## config.mk

```make
export PLATFORM = sky130hd
export DESIGN_NAME = lcd1602_bus_sched
export DESIGN_NICKNAME = d
export VERILOG_FILES = /design/src/rtl/lcd1602_bus_sched.sv
export SDC_FILE = /design/constraint.sdc
export NUM_CORES = 1
export LEC_CHECK = 0
export BUFFER_PORTS_ARGS = -buffer_cell sky130_fd_sc_hd__clkbuf_2
export CAP_MARGIN = 20
export CORE_MARGIN = 2
export CORE_UTILIZATION = 32
export CTS_CLUSTER_SIZE = 30
export DETAILED_ROUTE_END_ITERATION = 16
export REMOVE_ABC_BUFFERS = 1
export SLEW_MARGIN = 20
export SYNTH_ARGS = -nofsm -noshare
export SYNTH_HDL_FRONTEND = slang
export SYNTH_SLANG_ARGS = --single-unit
```

## constraint.sdc

```tcl
create_clock -name iclk -period 7.4 [get_ports iclk]
set_input_delay 1.11 -clock iclk [delete_from_list [all_inputs] [get_ports iclk]]
set_output_delay 1.11 -clock iclk [all_outputs]
set_load 0.05 [all_outputs]
```

## src/rtl/lcd1602_bus_sched.sv

```systemverilog
// Round-robin two-port write scheduler and RS/DATA/EN bus sequencer for an HD44780 1602 LCD.
// Build option: define LCD_SCHED_INIT_EN to sequence the built-in init ROM after power-up.
module lcd1602_bus_sched #(
  parameter int T_PWRUP = 1_080_000,
  parameter int T_AS    = 2,
  parameter int T_PW    = 13,
  parameter int T_H     = 1,
  parameter int T_SHORT = 1_080,
  parameter int T_LONG  = 44_280
) (
  input  logic       iclk,
  input  logic       irst,
  input  logic       req0_valid,
  input  logic       req0_rs,
  input  logic [7:0] req0_data,
  output logic       req0_ready,
  input  logic       req1_valid,
  input  logic       req1_rs,
  input  logic [7:0] req1_data,
  output logic       req1_ready,
  output logic       init_done,
  output logic       busy,
  output logic [7:0] LCD_DATA,
  output logic       LCD_RS,
  output logic       LCD_RW,
  output logic       LCD_EN
);

  function automatic int max2(input int a, input int b);
    return (a > b) ? a : b;
  endfunction

  localparam int TMAX = max2(max2(max2(T_PWRUP, T_AS), max2(T_PW, T_H)), max2(T_SHORT, T_LONG));
  localparam int CW   = $clog2(TMAX + 1);

  localparam logic [2:0] ST_PWRUP = 3'd0;
  localparam logic [2:0] ST_IDLE  = 3'd1;
  localparam logic [2:0] ST_SETUP = 3'd2;
  localparam logic [2:0] ST_PULSE = 3'd3;
  localparam logic [2:0] ST_HOLD  = 3'd4;
  localparam logic [2:0] ST_EXEC  = 3'd5;

  function automatic logic [CW-1:0] ld(input int t);
    return CW'(t - 1);
  endfunction

  function automatic logic is_long(input logic rs, input logic [7:0] d);
    return !rs && (d == 8'h01 || d == 8'h02 || d == 8'h03);
  endfunction

`ifdef LCD_SCHED_INIT_EN
  function automatic logic [7:0] rom(input logic [1:0] i);
    case (i)
      2'd0:    return 8'h38;
      2'd1:    return 8'h0C;
      2'd2:    return 8'h01;
      default: return 8'h06;
    endcase
  endfunction

  logic [1:0] idx_q, idx_d;
`endif

  logic [2:0]    state_q, state_d;
  logic [CW-1:0] cnt_q, cnt_d;
  logic [7:0]    data_q, data_d;
  logic          rs_q, rs_d;
  logic          en_q, en_d;
  logic          last_q, last_d;
  logic          done_q, done_d;
  logic          gnt0, gnt1;

  // Port 0 wins a tie unless it was the most recent grant.
  assign gnt0       = req0_valid && (!req1_valid || last_q);
  assign gnt1       = req1_valid && (!req0_valid || !last_q);
  assign req0_ready = (state_q == ST_IDLE) && done_q && gnt0;
  assign req1_ready = (state_q == ST_IDLE) && done_q && gnt1;

  assign init_done = done_q;
  assign busy      = (state_q != ST_IDLE);
  assign LCD_DATA  = data_q;
  assign LCD_RS    = rs_q;
  assign LCD_RW    = 1'b0;
  assign LCD_EN    = en_q;

  always_comb begin
    state_d = state_q;
    cnt_d   = cnt_q;
    data_d  = data_q;
    rs_d    = rs_q;
    en_d    = en_q;
    last_d  = last_q;
    done_d  = done_q;
`ifdef LCD_SCHED_INIT_EN
    idx_d   = idx_q;
`endif
    case (state_q)
      ST_PWRUP: begin
        if (cnt_q == '0) begin
`ifdef LCD_SCHED_INIT_EN
          // Init bytes are issued straight from the exit edge so they keep the write cadence.
          state_d = ST_SETUP;
          cnt_d   = ld(T_AS);
          data_d  = rom(2'd0);
          rs_d    = 1'b0;
          idx_d   = 2'd0;
`else
          state_d = ST_IDLE;
          done_d  = 1'b1;
`endif
        end else begin
          cnt_d = cnt_q - CW'(1);
        end
      end
      ST_IDLE: begin
        if (req0_ready || req1_ready) begin
          state_d = ST_SETUP;
          cnt_d   = ld(T_AS);
          rs_d    = req1_ready ? req1_rs : req0_rs;
          data_d  = req1_ready ? req1_data : req0_data;
          last_d  = req1_ready;
        end
      end
      ST_SETUP: begin
        if (cnt_q == '0) begin
          state_d = ST_PULSE;
          cnt_d   = ld(T_PW);
          en_d    = 1'b1;
        end else begin
          cnt_d = cnt_q - CW'(1);
        end
      end
      ST_PULSE: begin
        if (cnt_q == '0) begin
          state_d = ST_HOLD;
          cnt_d   = ld(T_H);
          en_d    = 1'b0;
        end else begin
          cnt_d = cnt_q - CW'(1);
        end
      end
      ST_HOLD: begin
        if (cnt_q == '0) begin
          state_d = ST_EXEC;
          cnt_d   = is_long(rs_q, data_q) ? ld(T_LONG) : ld(T_SHORT);
        end else begin
          cnt_d = cnt_q - CW'(1);
        end
      end
      ST_EXEC: begin
        if (cnt_q == '0) begin
`ifdef LCD_SCHED_INIT_EN
          if (!done_q && idx_q != 2'd3) begin
            state_d = ST_SETUP;
            cnt_d   = ld(T_AS);
            idx_d   = idx_q + 2'd1;
            data_d  = rom(idx_q + 2'd1);
            rs_d    = 1'b0;
          end else begin
            state_d = ST_IDLE;
            done_d  = 1'b1;
          end
`else
          state_d = ST_IDLE;
`endif
        end else begin
          cnt_d = cnt_q - CW'(1);
        end
      end
      default: begin
        state_d = ST_PWRUP;
        cnt_d   = ld(T_PWRUP);
        en_d    = 1'b0;
      end
    endcase
  end

  always_ff @(posedge iclk or negedge irst) begin
    if (!irst) begin
      state_q <= ST_PWRUP;
      cnt_q   <= ld(T_PWRUP);
      data_q  <= 8'h00;
      rs_q    <= 1'b0;
      en_q    <= 1'b0;
      last_q  <= 1'b1;
      done_q  <= 1'b0;
`ifdef LCD_SCHED_INIT_EN
      idx_q   <= 2'd0;
`endif
    end else begin
      state_q <= state_d;
      cnt_q   <= cnt_d;
      data_q  <= data_d;
      rs_q    <= rs_d;
      en_q    <= en_d;
      last_q  <= last_d;
      done_q  <= done_d;
`ifdef LCD_SCHED_INIT_EN
      idx_q   <= idx_d;
`endif
    end
  end

endmodule
```

# Word level (Yosys, flattened, before mapping)
# Index checks and enable logic that the tools add are counted.
[word_totals]
regBits = 36
elab_cells = 66
output_inout_bits = 15
[op_classes]
eq_ne = 15
mux = 18
addsub = 1
reduce_logical = 24
bitwise_logic = 1
[op_table]
columns = ["cell", "count"]
rows = [
  ["two-way mux 21 bit", 5],
  ["one-hot mux 21 bit (5 select lines)", 1],
  ["zero test 21 bit", 1],
  ["subtractor 21 x 1 -> 21 bit (second input constant)", 1],
  ["== test 8 x 2 -> 1 bit (second input constant)", 2],
  ["two-way mux 16 bit", 1],
  ["two-way mux 3 bit", 5],
  ["one-hot mux 3 bit (5 select lines)", 1],
  ["== test 8 x 1 -> 1 bit (second input constant)", 1],
  ["two-way mux 8 bit", 1],
  ["!= test 2 bit (second input constant)", 4],
  ["== test 3 x 2 -> 1 bit (second input constant)", 2],
  ["== test 3 bit (second input constant)", 2],
  ["logical AND 1 bit", 6],
  ["AND reduction 2 bit", 3],
  ["logical OR 1 bit", 5],
  ["AND reduction 5 bit", 1],
  ["zero test 1 bit", 4],
  ["!= test 2 x 1 -> 1 bit (second input constant)", 2],
  ["OR reduction 4 bit", 1],
  ["== test 3 x 1 -> 1 bit (second input constant)", 1],
  ["zero test 3 bit", 1],
  ["two-way mux 1 bit", 3],
  ["!= test 3 x 1 -> 1 bit (second input constant)", 1],
  ["4 further kinds", 4],
]

# Depth between registers and ports, before layout
# Gate-level depths: netlist (run 1).
[logic_depth]
depth_word = 7
ltp_mapped = 8

# Least setup slack after synthesis (run 1)
# OpenSTA, ideal clock, no wires.
[synth_timing]
kind = "input to output"
start = "input port req0_valid"
end = "output port req1_ready"
arrival_ps = 2025
n_path_buf = 1
setup_slack_ps = 4265
stages = 4
cell_sequence = "nand2_1 -> nand4_1 -> buf_1 -> inv_1"
[synth_between]
elab_chain_cells = 4
[synth_lines]
columns = ["item", "line_no", "source"]
rows = [
  ["start: declaration", "13", "input logic req0_valid,"],
  ["zero test 1 bit", "75", "assign gnt1 = req1_valid && (!req0_valid || !last_q);"],
  ["logical OR 1 bit", "75", ""],
  ["logical AND 1 bit", "75", ""],
  ["logical AND 1 bit", "77", "assign req1_ready = (state_q == ST_IDLE) && done_q && gnt1;"],
  ["end: declaration", "20", "output logic req1_ready,"],
]
# No other way between the ends.

# Worst setup path in the final report (run 1)
[layout_timing]
start = "register state_q[0]"
end = "output port req1_ready"
[layout_between]
elab_chain_cells = 3
[layout_lines]
columns = ["item", "line_no", "source"]
rows = [
  ["start: declaration", "64", "logic [2:0] state_q, state_d;"],
  ["start signal: assignment", "191", "state_q <= state_d;"],
  ["== test 3 x 1 -> 1 bit", "77", ""],
  ["logical AND 1 bit (2 in a row)", "77", ""],
]
# No other way between the ends.

==> flow_summary.yaml, run 1 <==
run_status:
  status: "complete, no violations"
die:
  fp.dieH_microns: 93.7
  dieArea_sq_mm: 0.00878
  rows: 32
  start_util_pct: 33.2
  die_x_microns: 93.7
  core-area_sq_mm: 0.00777
  io_pins: 37
synthesis:
  synth_edf_count: 0
  syn_area_sq_mm: 0.00257
  yosysSeqAreaShare_pct: 35.7
  syn_area_per_cell_sq_um: 9.03
  ys_ff_latch: 36
  ys.warnings.count: 0
  synth_ff_type: "dfrtp_1"
  synthArstFlopShare_pct: 100
  synthCells: 285
  ys_types: 74
finish:
  ff_latch_area_sq_um: 918
  fillers: 812
  area_delta_synth_final_pct: 11.0
  fin_nets: 332
  multiInputGateArea_sq_mm: 0.00148
  drive_above_1_share_pct: 27.7
  fin_area_sq_mm: 0.00286
  postLayoutCoreUtil_pct: 36.8
  n_antenna_cell: 0
critical_path:
  cp-start-kind: "register"
  critPathCaptureType: "primary output"
  critPathLaunch: "state_q[0]"
  required_ns: 6.29
  cp-endpoint: "req1_ready"
  r2r-end: "cnt_q[15]"
  crit_path_max_fanout: 15
  reg2reg_depth: 7
  worstPathArrival_ns: 2.56
  rrSetupSlack_ns: 4.47
  r2r_start: "cnt_q[1]"
  crit_type: "reg -> out"
timing:
  fin_setup_tns_ns: 0
  finalMaxSlewViolations: 0
  setup_viol: 0
  maxSlewHeadroom_pct: 33.6
  fin_crit_ns: 3.67
  fin_crit_sh_pct: 49.6
  skew_ns: 0.0132
  rsz0062_at_grt: "no"
  final-hold-violation-count: 0
  fmax_mhz: 272
  worst_pin_slew_ns: 0.988
  worst_slack_ns: 3.73
grt:
  antenna_found_initial: 0
  grt_pass1_wl_mm: 11.4
  grt_max_degree: 37
  grt_pass1_vias: 2262
  grt_use_total_pct: 16.6
  grt_overflow: 0
cts:
  post_cts_buffers: 0
  cts_resized: 0
  h-tree-depth: 2
  hold_buffers: 0
  clk_latency_ns: 0.30
  root_buffer: "clkbuf_8"
  cts.sinks: 36
  cts_buffer_depth: 2
  clk_pin_slew_ns: 0.08
  cts_tree: "built"
  cts_buffers: 5
route:
  first_iter_violations: 182
  ant_nets: 0
  drc: 0
  vias: 2408
  via_per_inst: 5.84
  avgRoutedWirePerCell_microns: 16.7
  routed_wirelength_mm: 6.87
  dr.pass1.iters: 5
placement:
  io_buffers: 35
  placed_area_sq_mm: 0.00275
  detailed_place_hpwl_mm: 4.90
  gp_congestion: 0.889
  pre_cts_ws_ns: 3.99
pwr:
  vdd_drop_max_mv: 0.0965
  p_leak_uw: 0.00127
  p_per_area_mw_per_mm2: 135
flow_run:
  cap_viol_max_count: 0
hold_path:
  worstHoldPathType: "reg -> reg"
## flip-flops by register name (all words and copies together), names as in the netlist
register	flops
last_q	1
cnt_q	21
state_q	3
LCD_EN	1
LCD_RS	1
LCD_DATA	8
init_done	1
## worst min-delay path by stage
stage	start	endpoint	slack (ns)	cells past startpoint
3_5_place_dp	cnt_q[19]	cnt_q[19]	0.46	1
6_report	cnt_q[19]	cnt_q[19]	0.47	1
5_1_grt	cnt_q[19]	cnt_q[19]	0.48	1
4_1_cts	cnt_q[19]	cnt_q[19]	0.47	1
2_1_floorplan	cnt_q[19]	cnt_q[19]	0.43	1
3_3_place_gp	cnt_q[19]	cnt_q[19]	0.46	1
## stage by stage
step	total power (uW)	hold slack, ns	cells
detailed placement	213	0.460	404
finish	386	0.475	412
CTS	391	0.473	412
global placement	213	0.457	404
global route	398	0.484	412
floorplan	203	0.428	267
## cells in the mapped netlist, drive strengths merged, types with 6 or more instances
library cell / n / area (sq um)
or4: 6 / 53.8
a31oi: 7 / 43.8
nor3: 10 / 60.1
a21oi: 16 / 80.1
nor2: 14 / 62.6
clkbuf: 7 / 36.3
mux2i: 9 / 90.1
o21ai: 23 / 115
nand4: 8 / 50.1
nand3: 12 / 60.1
nand2: 31 / 124
dfstp: 14 / 368
buf: 11 / 91.3
nor4: 7 / 80.1
inv: 13 / 48.8
dfrtp: 22 / 551
## where the power goes
| part | total (uW) | internal (uW) | switching [uW] |
|---|---|---|---|
| clock network | 176 | 100 | 76.3 |
| registers | 197 | 197 | 0 |
| logic | 12.1 | 4.88 | 7.25 |
## logic make-up after synthesis
family	synth area share, %
adder cells (fa/ha/maj)	0.486
XOR/XNOR	0.340
multiplexers	3.50
AND/OR/NAND/NOR	26.5
other	0.146
AO/OA/AOI/OAI	26.5
flip-flops	35.7
buffers and inverters	6.85
## placed cells by master (no fill, tap or decap), drive strengths merged, types with 3 or more instances in the layout
cell	instances
clkbuf	41
a31oi	7
or2	3
inv	13
a2bb2oi	3
nand4	8
dfrtp	22
a22oi	5
o31ai	3
nand4b	3
nand3	12
or4	6
o21ai	23
and2	3
o211ai	4
dfstp	14
a211oi	4
or3	5
nor3	10
nor4	7
nor2	14
o21a	3
a21oi	16
nand2	31
mux2i	9
## per-layer routing
layer	routed length, microns	global-route usage (%)
met1	3190	23.8
met2	3070	24.3
met3	403	2.81
met4	206	7.61
met5	0	0
## area by class of cell
class | instances | share of cell area, %
Tap cell | 102 | 4.47
Sequential cell | 36 | 32.1
Inverter | 13 | 1.71
Clock inverter | 2 | 1.23
Multi-Input combinational cell | 218 | 51.8
Clock buffer | 6 | 2.54
Timing Repair Buffer | 35 | 6.13
## worst max-delay path, stage by stage, from the launching register on
cell	delay, ns
dfrtp_1	0.63
nor3b_2	0.50
nand4_1	0.63
inv_1	0.19
clkbuf_2	0.30
No activity file was read; power rests on OpenSTA's default activity.
==> run 2, diff against run 1 <==
Clock period 7.4 ns to 3.5 ns, I/O delays scaled along.
==> flow_summary.yaml, run 2 (synthesized netlist as in run 1, its figures left out) <==
timing:
  setup_viol: 0
  fin_crit_sh_pct: 77.9
  fin_setup_tns_ns: 0
  maxSlewHeadroom_pct: 39.5
  finalMaxSlewViolations: 0
  skew_ns: 0.00612
  fmax_mhz: 367
  worst_pin_slew_ns: 0.908
  fin_crit_ns: 2.73
  final-hold-violation-count: 0
  rsz0062_at_grt: "no"
  worst_slack_ns: 0.772
placement:
  detailed_place_hpwl_mm: 5.09
  io_buffers: 35
  pre_cts_ws_ns: 0.828
  gp_congestion: 0.893
route:
  first_iter_violations: 162
  routed_wirelength_mm: 7.05
  avgRoutedWirePerCell_microns: 16.9
  dr.pass1.iters: 5
  vias: 2404
  via_per_inst: 5.76
  ant_nets: 0
  drc: 0
die:
  dieArea_sq_mm: 0.00878
  die_x_microns: 93.7
  core-area_sq_mm: 0.00777
  start_util_pct: 33.2
  io_pins: 37
  fp.dieH_microns: 93.7
  rows: 32
cts:
  cts_buffers: 5
  cts_resized: 0
  clk_latency_ns: 0.29
  cts.sinks: 36
  cts_buffer_depth: 2
  hold_buffers: 0
  h-tree-depth: 2
  root_buffer: "clkbuf_8"
  clk_pin_slew_ns: 0.08
  cts_tree: "built"
  post_cts_buffers: 0
finish:
  n_antenna_cell: 0
  area_delta_synth_final_pct: 12.6
  drive_above_1_share_pct: 29.2
  final_cell_mix: "35 x clkbuf_2, 30 x nand2_1, 23 x o21ai_0"
  final_common_cell: "clkbuf_2"
  largest_register_ffs: 21
  regMostFlops: "cnt_q"
  fin_nets: 337
critical_path:
  slowest_stage: "nand3_1"
  crit_path_max_fanout: 12
  path_cells: "inv_1 -> ha_1 -> or4b_4 -> nor4_2 -> nand3_1 -> nand4_1 -> a31oi_1"
  worstPathArrival_ns: 2.88
  worst-path-buf-inv: 1
  rrSetupSlack_ns: 0.77
  crit_type: "reg -> reg"
  cp-start-kind: "register"
  slowest_delay_ns: 0.55
  critPathCaptureType: "register"
  r2r_start: "cnt_q[0]"
  required_ns: 3.66
  cp_top_family: "simple AND/OR/NAND/NOR gates"
  r2r-end: "cnt_q[19]"
  reg2reg_depth: 7
hold_path:
  worstHoldPathType: "in -> async"
run_status:
  status: "complete, no violations"
flow_run:
  cap_viol_max_count: 0
pwr:
  p_per_area_mw_per_mm2: 281
  vdd_drop_max_mv: 0.114
  p_leak_uw: 0.00130
grt:
  antenna_found_initial: 0
  grt_overflow: 0
  grt_pass1_wl_mm: 11.5
  grt_pass1_vias: 2276
  grt_use_total_pct: 16.5
  grt_max_degree: 37
[run 2: report_power, final]
group | total, uW | switching [uW] | internal, uW | leakage [uW]
Sequential | 416 | 0 | 416 | 0.000417
Combinational | 25.5 | 15.2 | 10.3 | 0.000824
Clock | 373 | 162 | 211 | 0.0000541
Total | 815 | 177 | 638 | 0.00130
[run 2: worst max path at each step]
stage,depth (start not counted),slack (ns),to,start
after floorplan,3,1.0,req1_ready,state_q[1]
after global placement,7,0.86,LCD_EN,cnt_q[0]
after detailed placement,7,0.83,cnt_q[19],cnt_q[0]
after CTS,7,0.83,cnt_q[19],cnt_q[0]
after global routing,7,0.59,cnt_q[19],cnt_q[0]
final,7,0.77,cnt_q[19],cnt_q[0]
[run 2: per-stage QoR]
| stage | util, % | instances | hold WS, ns | power, uW | instance area [sq um] |
|---|---|---|---|---|---|
| floorplan | - | 267 | 0.229 | 430 | 2450 |
| global placement | 35.9 | 409 | 0.456 | 450 | 2790 |
| detailed placement | 35.9 | 409 | 0.463 | 451 | 2790 |
| CTS | 37.3 | 417 | 0.391 | 823 | 2900 |
| global route | 37.3 | 417 | 0.430 | 845 | 2900 |
| finish | 37.3 | 417 | 0.343 | 815 | 2900 |
[run 2: routing by layer]
layer / share of wire [%] / GRT usage [%] / wire, microns / vias to the layer above
met5: 0 / 0 / 0 / -
met4: 0.82 / 4.59 / 58 / 0
met3: 6.9 / 3.53 / 487 / 6
met2: 45 / 25.7 / 3160 / 116
met1: 47 / 23.2 / 3340 / 1131
li1: - / - / - / 1151
[run 2: final cells by class]
type	count	area (sq um)
Clock buffer	5	68.8
Clock inverter	3	42.5
Fill cell	831	4870
Inverter	13	48.8
Multi-Input combinational cell	218	1480
Sequential cell	36	918
Tap cell	102	128
Timing Repair Buffer	40	213
